<file path="src/rtl/reg_if_pkg.sv">
// Shared definitions for the bit-serial register initiator.
// Holds the FSM state encoding, the op-bit encodings carried in the first
// bit of every frame, and the default register/payload width.
package reg_if_pkg;

  localparam int DATA_W_DEFAULT = 16;

  // First serial bit of a frame selects the operation.
  localparam logic OP_WRITE = 1'b1;
  localparam logic OP_READ  = 1'b0;

  typedef enum logic [2:0] {
    IDLE,
    DATA,
    WRITE,
    READ,
    SHIFT
  } state_t;

endpackage

</file>
<file path="src/rtl/reg_serial_initiator_serdes_shift.sv">
// serdes_shift: DATA_W-bit shift register with parallel load, serial in at
// the LSB and serial out from the MSB. It assembles incoming write payloads
// and serialises captured read data.
// Ports:
//   clk, reset  - clock and asynchronous active-high reset
//   load        - parallel load of load_data (takes priority over shift)
//   load_data   - parallel word to capture
//   shift       - shift left by one, shift_in entering at the LSB
//   shift_in    - serial input bit
//   data        - current register contents
//   msb         - serial output (data MSB)
module serdes_shift #(
  parameter int DATA_W = 16
) (
  input  logic              clk,
  input  logic              reset,
  input  logic              load,
  input  logic [DATA_W-1:0] load_data,
  input  logic              shift,
  input  logic              shift_in,
  output logic [DATA_W-1:0] data,
  output logic              msb
);

  always_ff @(posedge clk or posedge reset) begin
    if (reset) begin
      data <= '0;
    end else if (load) begin
      data <= load_data;
    end else if (shift) begin
      data <= {data[DATA_W-2:0], shift_in};
    end
  end

  assign msb = data[DATA_W-1];

endmodule

</file>
<file path="src/rtl/reg_serial_initiator.sv">
// reg_serial_initiator: bit-serial command front-end that drives one
// register's read/write port pair. A frame is an op bit followed, for writes,
// by a DATA_W-bit payload MSB first. Each frame issues exactly one one-cycle
// register strobe; read results are shifted back out MSB first.
// Ports:
//   clk, reset        - clock and asynchronous active-high reset
//   ser_in, ser_valid - serial command/payload bit and its qualifier
//   frame_abort       - synchronous abort back to IDLE
//   busy              - high in WRITE, READ and SHIFT
//   ser_out, ser_out_valid - serial read data and its qualifier
//   done              - one-cycle pulse on frame completion
//   reg_write_enable, reg_write_data - register write strobe and payload
//   reg_read_enable, reg_read_data   - register read strobe and read data
// CNT_W must satisfy 2**CNT_W > DATA_W.
module reg_serial_initiator
  import reg_if_pkg::*;
#(
  parameter int DATA_W = DATA_W_DEFAULT,
  parameter int CNT_W  = 5
) (
  input  logic              clk,
  input  logic              reset,
  input  logic              ser_in,
  input  logic              ser_valid,
  input  logic              frame_abort,
  output logic              busy,
  output logic              ser_out,
  output logic              ser_out_valid,
  output logic              done,
  output logic              reg_write_enable,
  output logic [DATA_W-1:0] reg_write_data,
  output logic              reg_read_enable,
  input  logic [DATA_W-1:0] reg_read_data
);

  localparam logic [CNT_W-1:0] LAST_BIT = CNT_W'(DATA_W - 1);

  state_t           state_q, state_d;
  logic [CNT_W-1:0] count_q, count_d;

  logic              sr_load;
  logic              sr_shift;
  logic              sr_shift_in;
  logic [DATA_W-1:0] sr_data;
  logic              sr_msb;

  serdes_shift #(
    .DATA_W(DATA_W)
  ) u_serdes (
    .clk       (clk),
    .reset     (reset),
    .load      (sr_load),
    .load_data (reg_read_data),
    .shift     (sr_shift),
    .shift_in  (sr_shift_in),
    .data      (sr_data),
    .msb       (sr_msb)
  );

  always_ff @(posedge clk or posedge reset) begin
    if (reset) begin
      state_q <= IDLE;
      count_q <= '0;
    end else begin
      state_q <= state_d;
      count_q <= count_d;
    end
  end

  // Outputs are decoded from the current state only, so a strobe in WRITE or
  // READ still fires in the cycle an abort arrives; the abort only redirects
  // the next state and suppresses shift-register updates.
  always_comb begin
    state_d          = state_q;
    count_d          = count_q;
    sr_load          = 1'b0;
    sr_shift         = 1'b0;
    sr_shift_in      = 1'b0;
    busy             = 1'b0;
    done             = 1'b0;
    ser_out          = 1'b0;
    ser_out_valid    = 1'b0;
    reg_write_enable = 1'b0;
    reg_write_data   = '0;
    reg_read_enable  = 1'b0;

    unique case (state_q)
      IDLE: begin
        if (ser_valid) begin
          if (ser_in == OP_WRITE) begin
            state_d = DATA;
            count_d = '0;
          end else begin
            state_d = READ;
          end
        end
      end

      DATA: begin
        if (ser_valid) begin
          sr_shift    = 1'b1;
          sr_shift_in = ser_in;
          if (count_q == LAST_BIT) begin
            state_d = WRITE;
            count_d = '0;
          end else begin
            count_d = count_q + 1'b1;
          end
        end
      end

      WRITE: begin
        busy             = 1'b1;
        done             = 1'b1;
        reg_write_enable = 1'b1;
        reg_write_data   = sr_data;
        state_d          = IDLE;
      end

      READ: begin
        busy            = 1'b1;
        reg_read_enable = 1'b1;
        sr_load         = 1'b1;
        state_d         = SHIFT;
        count_d         = '0;
      end

      SHIFT: begin
        busy          = 1'b1;
        ser_out_valid = 1'b1;
        ser_out       = sr_msb;
        sr_shift      = 1'b1;
        if (count_q == LAST_BIT) begin
          done    = 1'b1;
          state_d = IDLE;
          count_d = '0;
        end else begin
          count_d = count_q + 1'b1;
        end
      end

      default: begin
        state_d = IDLE;
        count_d = '0;
      end
    endcase

    if (frame_abort) begin
      state_d  = IDLE;
      count_d  = '0;
      sr_load  = 1'b0;
      sr_shift = 1'b0;
    end
  end

  a_strobe_exclusive : assert property (@(posedge clk) disable iff (reset)
    !(reg_read_enable && reg_write_enable));

endmodule
</file>
<file path="config.mk">
export PLATFORM = sky130hd
export DESIGN_NAME = reg_serial_initiator
export DESIGN_NICKNAME = d
export VERILOG_FILES = /design/src/rtl/reg_if_pkg.sv /design/src/rtl/reg_serial_initiator_serdes_shift.sv /design/src/rtl/reg_serial_initiator.sv
export SDC_FILE = /design/constraint.sdc
export NUM_CORES = 1
export LEC_CHECK = 0
export BUFFER_PORTS_ARGS = -buffer_cell sky130_fd_sc_hd__buf_4
export CAP_MARGIN = 20
export CORE_MARGIN = 2
export CORE_UTILIZATION = 54
export DETAILED_ROUTE_END_ITERATION = 6
export GPL_ROUTABILITY_DRIVEN = 1
export GPL_TIMING_DRIVEN = 0
export PLACE_DENSITY = 0.93
export RECOVER_POWER = 25
export SYNTH_ARGS = -nofsm -noshare
export SYNTH_HDL_FRONTEND = slang
export SYNTH_HIERARCHICAL = 1
export SYNTH_SLANG_ARGS = --single-unit
</file>
<file path="constraint.sdc">
create_clock -name clk -period 2.4 [get_ports clk]
set_input_delay 0.6 -clock clk [delete_from_list [all_inputs] [get_ports clk]]
set_output_delay 0.6 -clock clk [all_outputs]
set_load 0.05 [all_outputs]
</file>
; Word level (Yosys, flattened, before mapping)
; Index checks and enable logic that the tools add are counted.
[word_totals]
reg_bits = 24
latchBits = 0
ram_bits = 0
mem_bits_ro = 0
in_bits = 21
mem_count = 0
[classes]
add_sub_neg = 1
n_mul = 0
div = 0
n_lt_le_gt_ge = 0
n_eq_ne = 11
n_shift = 0
muxes = 29
n_bitwise = 0
reduce_logical = 5
[ops]
columns = cell, count
row1 = two-way mux 16 bit, 3
row2 = two-way mux 5 bit, 5
row3 = case mux 5 bit (4 select lines), 1
row4 = two-way mux 3 bit, 5
row5 = inequality test 3 bit (second input constant), 5
row6 = case mux 3 bit (4 select lines), 1
row7 = two-way mux 1 bit, 11
row8 = AND reduction 4 bit, 2
row9 = equality test 3 x 2 -> 1 bit (second input constant), 2
row10 = adder 5 x 1 -> 5 bit (second input constant), 1
row11 = equality test 5 x 4 -> 1 bit (second input constant), 1
row12 = case mux 1 bit (2 select lines), 2
row13 = equality test 3 x 1 -> 1 bit (second input constant), 1
row14 = equality test 3 bit (second input constant), 1
row15 = logical NOT 3 bit, 1
row16 = OR reduction 3 bit, 1
row17 = two-way mux 2 bit, 1
row18 = inequality test 2 bit (second input constant), 1
row19 = nonzero test 2 bit, 1

; Logic depth before layout (Yosys ltp)
; Gate-level depths: netlist of the first run.
[logic_depth]
depth_word = 5
depth_mapped = 8
depth_no_buf = 5

; By module
; Netlist of the first run, hierarchy kept.
[by_module_without_submodules]
columns = mod, n_inst, cells_per_inst, area_each_um2, seq_area_each_um2
row1 = serdes_shift, 1, 71, 755.7, 400.4
row2 = reg_serial_initiator, 1, 74, 661.9, 200.2

; Worst setup path after synthesis of the first run
; Ideal clock, no wire load.
[synth_timing]
path_kind = flip-flop to output port
startpoint = reg state_q[0]
endpoint = out ser_out
arrival_ns = 1.896
required_time_ns = 1.800
path_slack_ns = -0.096
stages_incl_launch_ff = 5
n_path_buf = 1
path_cell_list = dfrtp_1 -> buf_6 -> nand2b_1 -> nor2_1 -> and2_1
[synth_between]
elab_chain_cells = 2
[synth_lines]
columns = item, line_no
row1 = from (decl), reg_serial_initiator.sv:38  ; state_t state_q, state_d;
row2 = from (signal assigned), reg_serial_initiator.sv:65  ; state_q <= state_d;
row3 = equality test 3 bit, reg_serial_initiator.sv:87  ; unique case (state_q)
row4 = two-way mux 1 bit, reg_serial_initiator.sv:87
row5 = to (decl), reg_serial_initiator.sv:27  ; output logic ser_out,
; Every way passes these cells.

; Worst setup path in the final report of the first run
[layout_timing]
startpoint = reg count_q[0]
endpoint = out done
[layout_between]
elab_chain_cells = 3
[layout_lines]
columns = item, line_no
row1 = from (decl), reg_serial_initiator.sv:39  ; logic [CNT_W-1:0] count_q, count_d;
row2 = from (signal assigned), reg_serial_initiator.sv:66  ; count_q <= count_d;
row3 = equality test 5 x 4 -> 1 bit, reg_serial_initiator.sv:133  ; if (count_q == LAST_BIT) begin
row4 = two-way mux 1 bit, reg_serial_initiator.sv:133
row5 = case mux 1 bit (2 select lines), reg_serial_initiator.sv:87
row6 = to (decl), reg_serial_initiator.sv:29  ; output logic done,
; Every way passes these cells.

==> results of run 1 <==
[through the flow]
| stage | power [mW] | std cells |
|---|---|---|
| 2_1_floorplan | 0.837 | 145 |
| 3_3_place_gp | 0.925 | 217 |
| 3_5_place_dp | 0.952 | 217 |
| 4_1_cts | 1.17 | 221 |
| 5_1_grt | 1.24 | 223 |
| 6_report | 1.17 | 223 |
[power groups by stage]
stage | clock [mW] | sequential (mW) | combinational [mW]
after floorplan | 0 | 0.600 | 0.238
after global placement | 0 | 0.624 | 0.301
after detailed placement | 0 | 0.634 | 0.318
after CTS | 0.222 | 0.626 | 0.321
after global routing | 0.237 | 0.646 | 0.356
final | 0.219 | 0.627 | 0.322
[flip-flops by register name (all words and copies together) (netlist names)]
register / flops
u_serdes/data: 16
count_q: 5
state_q: 3
[cells in the final DEF (no fill, tap or decap), types with 4 or more instances in the layout]
cell type,instances
sky130_fd_sc_hd__and2_1,18
sky130_fd_sc_hd__buf_4,45
sky130_fd_sc_hd__buf_6,4
sky130_fd_sc_hd__dfrtp_1,24
sky130_fd_sc_hd__mux2i_1,17
sky130_fd_sc_hd__nand2_1,21
sky130_fd_sc_hd__nor2_1,4
sky130_fd_sc_hd__o21ai_0,8
sky130_fd_sc_hd__o21ai_1,10
[logic make-up after synthesis]
| logic type | count (synthesis) | share of synthesized area [%] |
|---|---|---|
| DFF | 24 | 42.4 |
| adders and majority gates | 1 | 0.882 |
| and+or+nand+nor | 58 | 22.0 |
| buffers and inverters | 13 | 7.15 |
| muxes | 18 | 12.8 |
| AOI/OAI and AO/OA | 31 | 14.8 |
[worst max-delay path, delay by kind of cell (launching register included)]
kind / cells / cell delay (ns)
adders and majority gates: 1 / 0.25
DFF: 1 / 0.43
AOI/OAI and AO/OA: 1 / 0.18
and+or+nand+nor: 1 / 0.20
buffers and inverters: 2 / 0.31
[final cells by class]
cell class / count / area share [%]
flip-flops and latches: 24 / 32.8
inverters: 3 / 0.616
multi-input cells: 108 / 39.6
repair buffers: 44 / 17.9
well taps: 30 / 2.05
plain buffers: 10 / 5.06
clock buffers: 4 / 1.98
[layer usage]
layer	vias up	track usage (%)	share of wire, %
li1	593	-	-
met1	576	26.4	42
met2	41	39.1	52
met3	2	2.58	4.6
met4	0	6.62	0.70
met5	-	0	0
[repair_timing]
action	in CTS	in global routing
buffers inserted	0	2
endpoints found under the setup margin	9	9
pin swaps	1	1
gates resized for setup	2	0
[worst paths after layout]
check | startpoint | endpoint | slack (ns) | cells after the start
hold reg to reg | count_q[4] | count_q[4] | 0.57 | 1
hold / removal | reset | count_q[4] | 0.20 | 2
setup / recovery | count_q[0] | done | 0.11 | 5
setup reg to reg | state_q[2] | u_serdes/data[15] | 0.54 | 5
min in group clk | frame_abort | state_q[2] | 0.46 | 2
max in group asynchronous | reset | u_serdes/data[0] | 1.69 | 2
==> impl_metrics.py, run 1 <==
metrics = {
    "run_status": {
        "result_of_the_run": "completed",
    },
    "floorplan": {
        "core_region_area_sq_um": 2480,
        "io_pins": 43,
        "initial_core_util_pct": 57.2,
        "die_height_um": 55.2,
        "rows": 18,
        "die_width_um": 55.2,
        "die_area_sq_um": 3050,
    },
    "clock_tree": {
        "cts.path.max_buffers": 2,
        "cts_tree": "done",
        "cts_made_buffers": 3,
        "hold_buf_cts": 0,
        "root_buffer": "sky130_fd_sc_hd__clkbuf_4",
        "clock_insertion_delay_worst_skew_ns": 0.32,
        "deepest_level_of_the_cts_h_tree": 1,
        "worst_path_clk_slew_ns": 0.14,
        "cts.sink_count": 24,
    },
    "critical_path": {
        "critical_path_peak_fanout": 6,
        "critPathArrivalTime_ns": 1.69,
        "path_cells": "ha_1 > and4b_1 > buf_6 > a21o_2 > buf_4",
        "setup.worst_path.class": "reg2out",
        "crit_path_max_incr_delay_ns": 0.43,
        "critical_path.slowest_cell": "sky130_fd_sc_hd__dfrtp_1",
        "timing.critical_path.required_ns": 1.80,
        "endpoint_kind": "output port",
        "start_kind": "flip-flop",
    },
    "synth": {
        "synth_flop_cell": "sky130_fd_sc_hd__dfrtp_1",
        "synthArstFlopShare_pct": 100,
        "ys_types": 37,
        "seq_area_frac_synth_pct": 42.4,
        "fraction_of_post_synthesis_cell_area_in_the_top_cell_type_by_area_pct": 42.4,
        "yosys-top-cells-count": "sky130_fd_sc_hd__dfrtp_1 (24), sky130_fd_sc_hd__nand2_1 (21), sky130_fd_sc_hd__and2_1 (18)",
        "ys.warnings.count": 6,
        "synth.largest_area_cell": "sky130_fd_sc_hd__dfrtp_1",
        "synth_area_leaders": "sky130_fd_sc_hd__dfrtp_1 (42%), sky130_fd_sc_hd__mux2i_1 (12%), sky130_fd_sc_hd__and2_1 (7.9%)",
        "yosys_register_bits": 24,
        "mappedNetlistArea_sq_um": 1420,
        "post_synth_edffs": 0,
        "post-synth-top-count-cell": "sky130_fd_sc_hd__dfrtp_1",
        "postSynthCellCount": 145,
        "mappedNetlistNets": 167,
        "synth_area_per_cell_sq_um": 9.78,
    },
    "placement": {
        "globalplace.congestion": 0.787,
        "dpl.hpwl_um": 2350,
        "detailedPlace.worstSlack_ns": 0.261,
        "place.port_buffers": 42,
        "placement.cell_area_sq_um": 1770,
    },
    "drt": {
        "drt_iter0_markers": 22,
        "drcViolationCount": 0,
        "drtPass1Iterations": 4,
        "routed_wirelength_normalized_by_instance_count_um": 14.1,
        "finalWirelength_um": 3150,
        "drtAntennaViolNets": 0,
        "avg_vias_per_cell": 5.43,
        "via_count": 1212,
    },
    "global_route": {
        "grt_usage_pct": 21.5,
        "grt_pass1_wl_um": 5310,
        "maximum_number_of_pins_on_one_net_before_global_route_repair": 17,
        "antenna_violations_before_repair": 0,
        "grt_overflow": 0,
        "grt_pass1_vias": 1182,
    },
    "timing": {
        "final-setup-viol-count": 0,
        "final_critical_path_setup_slack_ns": 0.111,
        "finalHoldWorstSlack_ns": 0.200,
        "post_route_clock_period_utilization_pct": 95.4,
        "final.min_clock_period_ns": 2.29,
        "timing.fmax_mhz": 437,
        "worst_slew_pin_slew_ns": 0.604,
        "slew-limit-headroom_pct": 59.7,
        "slew_violations": 0,
        "grt_setup_unrepaired": "no",
        "clock-skew-final_ns": 0.00492,
        "fin_tns_setup_ns": 0,
        "finalHoldViolations": 0,
    },
    "finish": {
        "drive_above_1_share_pct": 33.2,
        "layout.nets": 216,
        "multi_input_comb_area_sq_um": 724,
        "filler_cell_count": 190,
        "area_growth_pct": 29.0,
        "insertedDiodeCount": 0,
        "sequential_cell_area_sq_um": 601,
        "final_core_util_pct": 73.8,
        "post-route-cell-area_sq_um": 1830,
    },
    "power_and_ir_drop": {
        "netsw_mw": 0.390,
        "cellLeakagePower_nw": 0.881,
        "clockPowerShare_pct": 18.8,
        "sequentialPowerShare_pct": 53.7,
        "combPwrFrac_pct": 27.6,
        "worst_ir_drop_vdd_v": 0.000563,
        "switching_fraction_pct": 33.4,
        "cell_internal_pwr_mw": 0.777,
        "cell_pwr_density_nw_per_um2": 638,
    },
    "run": {
        "drv.max_cap_violation_count": 0,
    },
    "hold_path": {
        "min-delay-path-class": "in2async",
    },
}
Power figures use the tool's default switching activity.
==> inputs of run 2 (changes only) <==
CORE_UTILIZATION = 56   (was 54)
PLACE_DENSITY = 0.95   (was 0.93)
SYNTH_HIERARCHICAL = default   (was 1)
==> impl_metrics.py, run 2 <==
metrics = {
    "run_status": {
        "result_of_the_run": "completed",
    },
    "finish": {
        "final_common_cell": "sky130_fd_sc_hd__buf_4",
        "area_growth_pct": 27.7,
        "final_cell_count_no_fill": 205,
        "post-route-cell-area_sq_um": 1970,
        "drive_above_1_share_pct": 54.6,
        "reg.largest.list": "u_serdes.data (16), count_q (5), state_q (3)",
        "sequential_cell_area_sq_um": 601,
        "filler_cell_count": 176,
        "most-common-layout-cells": "sky130_fd_sc_hd__buf_4 (38), sky130_fd_sc_hd__dfrtp_1 (24), sky130_fd_sc_hd__mux2_4 (18)",
        "largest_reg_by_ff_count": "u_serdes.data",
        "largest_reg_flops": 16,
        "layout.nets": 197,
        "multi_input_comb_area_sq_um": 865,
        "insertedDiodeCount": 0,
    },
    "timing": {
        "post_route_clock_period_utilization_pct": 96.4,
        "final.min_clock_period_ns": 2.31,
        "timing.fmax_mhz": 432,
        "final-setup-viol-count": 0,
        "fin_tns_setup_ns": 0,
        "grt_setup_unrepaired": "no",
        "finalHoldWorstSlack_ns": 0.460,
        "worst_slew_pin_slew_ns": 0.907,
        "slew_violations": 0,
        "clock-skew-final_ns": 0.0139,
        "finalHoldViolations": 0,
        "slew-limit-headroom_pct": 39.5,
    },
    "global_route": {
        "maximum_number_of_pins_on_one_net_before_global_route_repair": 25,
        "antenna_violations_before_repair": 0,
        "grt_usage_pct": 21.0,
        "grt_pass1_vias": 1131,
        "grt_overflow": 0,
        "grt_pass1_wl_um": 5330,
    },
    "floorplan": {
        "io_pins": 43,
        "die_height_um": 56.5,
        "core_region_area_sq_um": 2690,
        "rows": 19,
        "die_width_um": 56.5,
        "initial_core_util_pct": 57.4,
        "die_area_sq_um": 3190,
    },
    "clock_tree": {
        "clock_insertion_delay_worst_skew_ns": 0.32,
        "root_buffer": "sky130_fd_sc_hd__clkbuf_4",
        "cts.sink_count": 24,
        "cts_made_buffers": 3,
        "cts.path.max_buffers": 2,
        "hold_buf_cts": 0,
        "deepest_level_of_the_cts_h_tree": 1,
        "cts_tree": "done",
        "worst_path_clk_slew_ns": 0.14,
    },
    "critical_path": {
        "setup.worst_path.class": "reg2out",
        "critPathArrivalTime_ns": 1.71,
        "endpoint_kind": "output port",
        "start_kind": "flip-flop",
        "critical_path_peak_fanout": 10,
        "timing.critical_path.required_ns": 1.80,
    },
    "placement": {
        "place.port_buffers": 41,
        "globalplace.congestion": 0.880,
        "placement.cell_area_sq_um": 1890,
        "post-place-cells": 200,
        "dpl.hpwl_um": 2260,
    },
    "synth": {
        "yosys_register_bits": 24,
        "postSynthCellCount": 128,
        "mappedNetlistNets": 150,
        "mappedNetlistArea_sq_um": 1540,
        "synth_flop_cell": "sky130_fd_sc_hd__dfrtp_1",
        "seq_area_frac_synth_pct": 38.9,
        "yosys-top-cells-count": "sky130_fd_sc_hd__dfrtp_1 (24), sky130_fd_sc_hd__mux2_4 (18), sky130_fd_sc_hd__and2_1 (17)",
        "synth.largest_area_cell": "sky130_fd_sc_hd__dfrtp_1",
        "synth_area_leaders": "sky130_fd_sc_hd__dfrtp_1 (39%), sky130_fd_sc_hd__mux2_4 (18%), sky130_fd_sc_hd__mux2_2 (9.5%)",
        "synth_area_per_cell_sq_um": 12.1,
        "post-synth-top-count-cell": "sky130_fd_sc_hd__dfrtp_1",
        "fraction_of_post_synthesis_cell_area_in_the_top_cell_type_by_area_pct": 38.9,
        "ys.warnings.count": 0,
        "ys_types": 36,
        "synthArstFlopShare_pct": 100,
        "post_synth_edffs": 0,
    },
    "drt": {
        "drcViolationCount": 0,
        "via_count": 1146,
        "drtAntennaViolNets": 0,
        "drtPass1Iterations": 4,
        "finalWirelength_um": 3250,
        "avg_vias_per_cell": 5.59,
        "routed_wirelength_normalized_by_instance_count_um": 15.9,
        "drt_iter0_markers": 31,
    },
    "power_and_ir_drop": {
        "worst_ir_drop_vdd_v": 0.000510,
        "cell_pwr_density_nw_per_um2": 633,
        "cellLeakagePower_nw": 1.01,
    },
    "run": {
        "drv.max_cap_violation_count": 0,
    },
    "hold_path": {
        "min-delay-path-class": "in2async",
    },
}
## run 2: cell count changes in the layout (fill, tap and decap cells not counted), moves of 5 or more
cell / previous run / this run
sky130_fd_sc_hd__mux2_4: 0 / 18
sky130_fd_sc_hd__mux2i_1: 17 / 0
sky130_fd_sc_hd__nand2_1: 21 / 4
sky130_fd_sc_hd__mux2_2: 1 / 13
sky130_fd_sc_hd__o21ai_1: 10 / 0
sky130_fd_sc_hd__o21ai_0: 8 / 0
sky130_fd_sc_hd__buf_4: 45 / 38
sky130_fd_sc_hd__buf_6: 4 / 9
## run 2: cell type report
| cell class | count | area share [%] |
|---|---|---|
| sequential | 24 | 30.5 |
| buffer | 7 | 3.88 |
| clock buffer | 4 | 1.84 |
| multi-input combinational | 93 | 43.9 |
| inverter | 4 | 0.762 |
| timing repair buffer | 42 | 17.2 |
| tap | 31 | 1.97 |
## run 2: worst max-delay path, cell delays in order, from the launching register on
cell	delay [ns]
sky130_fd_sc_hd__dfrtp_1	0.39
sky130_fd_sc_hd__buf_6	0.14
sky130_fd_sc_hd__nand2b_2	0.22
sky130_fd_sc_hd__nor2_4	0.14
sky130_fd_sc_hd__buf_4	0.17
sky130_fd_sc_hd__and2_1	0.17
sky130_fd_sc_hd__buf_6	0.17
## run 2: logic make-up (layout without fill, tap and decap cells)
| kind of cell | after synthesis | after routing | synth area share, % |
|---|---|---|---|
| compound gates | 14 | 14 | 7.71 |
| xor+xnor | 1 | 1 | 0.568 |
| fa+ha+maj | 1 | 1 | 0.811 |
| buf+inv | 11 | 57 | 5.68 |
| flops | 24 | 24 | 38.9 |
| mux | 32 | 32 | 27.7 |
| simple gates | 45 | 45 | 18.6 |
## run 2: worst paths after layout
check                                 start                end  slack, ns  depth (start not counted)
hold reg to reg            u_serdes.data[0]   u_serdes.data[0]       0.54                          1
min in group clk                frame_abort         state_q[2]       0.54                          2
setup reg to reg                 state_q[2]  u_serdes.data[15]       0.59                          6
hold / removal                        reset  u_serdes.data[13]       0.46                          2
max in group asynchronous             reset         state_q[1]       1.37                          2
setup / recovery                 state_q[2]  reg_write_data[6]       0.09                          6
## run 2: timing repair
action | 4_1_cts | 5_1_grt
buffers inserted | 1 | 0
pin swaps | 1 | 0
gates resized for setup | 3 | 8
endpoints found under the setup margin | 10 | 11
## run 2: stage by stage
stage          worst slack [ns]  util (%)  power (mW)
2_1_floorplan            0.0759         -       0.915
3_3_place_gp              0.155      70.4        1.00
3_5_place_dp              0.134      70.4        1.02
4_1_cts                  0.0379      72.4        1.25
5_1_grt                 0.00359      73.3        1.31
6_report                 0.0860      73.3        1.25
## run 2: power by group
part           internal, mW  switching [mW]  total (mW)  leakage, nW
clock network        0.0926           0.124       0.217       0.0210
registers             0.504          0.0753       0.579        0.324
logic                 0.274           0.177       0.450        0.660
total                 0.870           0.376        1.25         1.01
## run 2: per-layer routing
layer	track usage (%)	vias up	wire length [um]
met3	2.07	4	117
met4	6.12	0	43
met2	35.5	36	1700
met5	0	-	0
met1	28.4	562	1390
li1	-	544	-
